<file path="src/rtl/decoder_scoreboard.sv">
// Register-index decoder with registered write enables and a pending-write
// scoreboard that produces RAW stalls and WAW issue back-pressure.
module decoder_scoreboard #(
  parameter int ADDR_W    = 5,
  parameter bit ZERO_HARD = 1'b1
) (
  input  logic                     clk,
  input  logic                     rst,
  input  logic                     issue_valid,
  input  logic [ADDR_W-1:0]        issue_rd,
  output logic                     issue_ready,
  input  logic                     wb_valid,
  input  logic [ADDR_W-1:0]        wb_rd,
  input  logic [ADDR_W-1:0]        rs,
  input  logic [ADDR_W-1:0]        rt,
  output logic                     stall,
  output logic [(1<<ADDR_W)-1:0]   we_onehot,
  output logic [(1<<ADDR_W)-1:0]   pending,
  output logic                     err
);

  localparam int DEPTH = 1 << ADDR_W;

  function automatic logic [DEPTH-1:0] dec(
    input logic [ADDR_W-1:0] x
  );
    logic [DEPTH-1:0] r;
    r = '0;
    if (!(ZERO_HARD && x == '0))
      r[x] = 1'b1;
    return r;
  endfunction

  logic [DEPTH-1:0] we_q, we_d;
  logic [DEPTH-1:0] pend_q, pend_d;
  logic [DEPTH-1:0] wb_dec, iss_dec;
  logic             err_q, err_d;
  logic             acc;
  logic             wb_zero, iss_zero;

  assign wb_zero  = ZERO_HARD && (wb_rd == '0);
  assign iss_zero = ZERO_HARD && (issue_rd == '0);

  // A same-cycle writeback to the target frees it for the new writer.
  assign issue_ready = ~pend_q[issue_rd]
                     | (wb_valid & (wb_rd == issue_rd))
                     | iss_zero;

  assign acc   = issue_valid & issue_ready;
  assign stall = pend_q[rs] | pend_q[rt];

  always_comb begin
    wb_dec  = wb_valid ? dec(wb_rd) : '0;
    iss_dec = acc ? dec(issue_rd) : '0;
    we_d    = wb_dec;
    // Set after clear: a new writer keeps ownership of the bit.
    pend_d  = (pend_q & ~wb_dec) | iss_dec;
    err_d   = err_q
            | (wb_valid & ~pend_q[wb_rd] & ~wb_zero);
  end

  always_ff @(posedge clk) begin
    if (rst) begin
      we_q   <= '0;
      pend_q <= '0;
      err_q  <= 1'b0;
    end else begin
      we_q   <= we_d;
      pend_q <= pend_d;
      err_q  <= err_d;
    end
  end

  assign we_onehot = we_q;
  assign pending   = pend_q;
  assign err       = err_q;

endmodule

</file>
<file path="config.mk">
export PLATFORM = sky130hd
export DESIGN_NAME = decoder_scoreboard
export DESIGN_NICKNAME = d
export VERILOG_FILES = /design/src/rtl/decoder_scoreboard.sv
export SDC_FILE = /design/constraint.sdc
export NUM_CORES = 1
export LEC_CHECK = 0
export ABC_CLOCK_PERIOD_IN_PS = 2600
export CORE_UTILIZATION = 49
export DETAILED_ROUTE_END_ITERATION = 8
export PLACE_DENSITY = 0.8
export SLEW_MARGIN = 10
export SYNTH_ARGS = -nofsm -noshare
export SYNTH_HDL_FRONTEND = slang
export SYNTH_SLANG_ARGS = --single-unit
</file>
<file path="constraint.sdc">
create_clock -name clk -period 2.6 [get_ports clk]
set_input_delay 0.52 -clock clk [delete_from_list [all_inputs] [get_ports clk]]
set_output_delay 0.52 -clock clk [all_outputs]
set_load 0.02 [all_outputs]
</file>
==> impl_metrics.yaml <==
placement:
  dp_slack_ns: -0.7322
  place_hpwl_mm: 9.289
  dp_cells: 592
  place_congestion: 0.9784
  numPortBuffers: 90
setup_path:
  crit_slowest_cell: "or3b_4"
  reg2regPathDepth: 9
  arrival_ns: 2.05
  start_kind: "primary input"
  worstPathBufferInverterCount: 2
  r2r-end: "pending[29]$_SDFF_PP0_"
  rr_startpoint: "pending[27]$_SDFF_PP0_"
  cp.required_ns: 2.08
  path_cells: "dlygate4sd2_1, or3b_4, o22ai_2, nor4_2, nor2b_1, a211o_1, buf_4"
  cp_top_family: "simple AND/OR/NAND/NOR gates"
  critical_path.max_stage_delay_ns: 0.43
  r2r_setup_slack_ns: 0.63
  cp-end-kind: "primary output"
  path_depth: 7
  path_class: "in -> out"
  crit_fanout: 7
routing:
  wl_mm: 13.41
  dr_total_vias: 3790
  firstDrtPassIters: 5
  wire_per_inst_um: 21.74
  vias_per_cell: 6.143
  drtIter0Drc: 442
  drc_errors: 0
  ant_nets: 0
clocking:
  ctsHoldBuffers: 0
  cts_max_path_buffers: 2
  root_buffer: "clkbuf_8"
  insertion_delay_ns: 0.35
  cts.reportedPaths.clkPinSlew_ns: 0.08
  htreeDepth: 3
  clock_sinks: 65
  numCtsBuffers: 9
  cts_tree: "yes"
pwr:
  vdd_drop_max_mv: 0.3753
  p_int_mw: 1.637
  swShare: 0.2833
  combPwrFrac: 0.162
  leakagePower_nw: 2.059
  clock_power_share: 0.390
  p_sw_mw: 0.6469
  pwr-share-seq: 0.447
  power.density_mw_per_mm2: 428.6
logic_synthesis:
  syn_inst: 372
  netlist_area_mm2: 0.003587
  ys_ff_latch: 65
  synth_top_area_share: 0.3627
  synth_area_leaders: "dfxtp_1, mux4_2, mux2i_1, o21ai_0, nor2b_1"
  synth_ff_type: "dfxtp_1"
  ys_seq_area_frac: 0.3627
  synth-edff-count: 0
  syn_avg_cell_area_um2: 9.643
  ys_warn_count: 0
  synth_fp_nets: 396
  yosysTopAreaCell: "dfxtp_1"
  synth.distinct_cells: 43
  async_flop_share: 0
global_routing:
  grt_pass1_vias: 3697
  track_usage: 0.3549
  antenna_found_initial: 0
  grt_pass1_wl_mm: 19.95
  grt_max_degree: 40
  overflow: 0
hold_path:
  holdCritPathClass: "reg -> reg"
  whs_path_depth: 2
  worstHoldStart: "err$_SDFF_PP0_"
  whs_endpoint: "err$_SDFF_PP0_"
die:
  rows: 30
  dieArea_mm2: 0.007667
  ios: 91
  die_w_um: 87.56
  core_area_mm2: 0.006944
  die_h_um: 87.56
  initial_core_util: 0.5166
cells_and_area:
  final_util: 0.7672
  layout_common_cells: "clkdlybuf4s50_1, buf_4, dfxtp_1"
  layout.cells.non_filler: 617
  n_antenna_cell: 0
  area_growth_pct: 48.52
  drive_above_1_share: 0.2841
  final_common_cell: "clkdlybuf4s50_1"
  final_nets: 540
job:
  max_cap_viol_count: 0
sta:
  min_period_over_period: 0.9898
  setup_ws_ns: 0.02643
  finalCriticalPeriod_ns: 2.574
  hold_slack_ns: 0.5078
  max_freq_ghz: 0.3886
  timing.final.max_slew_violations: 0
  finClkSkew_ns: 0.008788
  finalHoldViolCount: 0
  final-setup-viol-count: 0
outcome:
  status: "finished clean"
## timing repair
item                                    4_1_cts  5_1_grt
gates resized for setup                      26       22
endpoints found under the setup margin        2        2
gates cloned                                  1        0
pin swaps                                     2        6
setup buffers                                 6        2
hold endpoints to repair                      0        0
## power groups by stage
stage / registers [mW] / logic, mW / clock network [mW]
final: 1.02 / 0.370 / 0.892
after global routing: 1.02 / 0.388 / 0.930
after CTS: 1.02 / 0.357 / 0.889
after detailed placement: 1.04 / 0.344 / 0
after global placement: 1.04 / 0.338 / 0
after floorplan: 1.05 / 0.163 / 0
## synthesized netlist by cell type, drive strengths merged (9+ instances only)
library cell and instances:
o41ai 16, o22ai 9, dfxtp 65, mux2i 34, nor2 37, mux4 16
clkbuf 17, buf 13, nand2 12, o21ai 48, nor2b 36
## state kept, by name, summed over array words and instances, names as in the netlist
register,flops
err,1
pending,32
we_onehot,32
## logic make-up (layout without fill, tap and decap cells)
| kind of cell | Yosys count | after routing | synth area share |
|---|---|---|---|
| AOI/OAI and AO/OA | 93 | 93 | 0.1904 |
| xor gates and xnor gates | 5 | 5 | 0.01221 |
| buffers and inverters | 37 | 186 | 0.04744 |
| DFF | 65 | 65 | 0.3627 |
| muxes | 52 | 52 | 0.2016 |
| other | 1 | 1 | 0.001045 |
| and+or+nand+nor | 119 | 119 | 0.1845 |
## worst max path at each step
stage,startpoint,end,slack (ns)
after floorplan,rs[0],stall,0.06
after global placement,rt[0],stall,-0.70
after detailed placement,rt[0],stall,-0.73
after CTS,issue_rd[3],issue_ready,0.01
after global routing,issue_rd[4],issue_ready,-0.02
final,issue_rd[2],issue_ready,0.03
## through the flow
stage / area, µm² / setup TNS [ns] / power (mW)
2_1_floorplan: 3587 / 0 / 1.215
3_3_place_gp: 5007 / -1.369 / 1.381
3_5_place_dp: 5007 / -2.657 / 1.387
4_1_cts: 5294 / 0 / 2.266
5_1_grt: 5328 / -0.01941 / 2.339
6_report: 5328 / 0 / 2.283
## area by class of cell
class                   count  area [µm²]
clock buffers               9       123.9
clock inverters             7       77.57
fillers                   474        1617
inverters                   7       26.28
multi-input cells         270        2172
flip-flops and latches     65        1301
well taps                  96       120.1
repair buffers            163        1506
## tightest hold or removal path: stages, from the launching register on
cell      delay [ns]
dfxtp_1         0.33
nand2b_1        0.07
o41ai_1         0.06
## layer usage
metal | vias up | wire [µm] | global-route usage
met3 | 70 | 1395 | 0.08765
met2 | 285 | 6064 | 0.5334
met5 | - | 0 | 0
met4 | 0 | 622 | 0.2310
li1 | 1645 | - | -
met1 | 1790 | 5332 | 0.4562
Power figures use the tool's default switching activity.
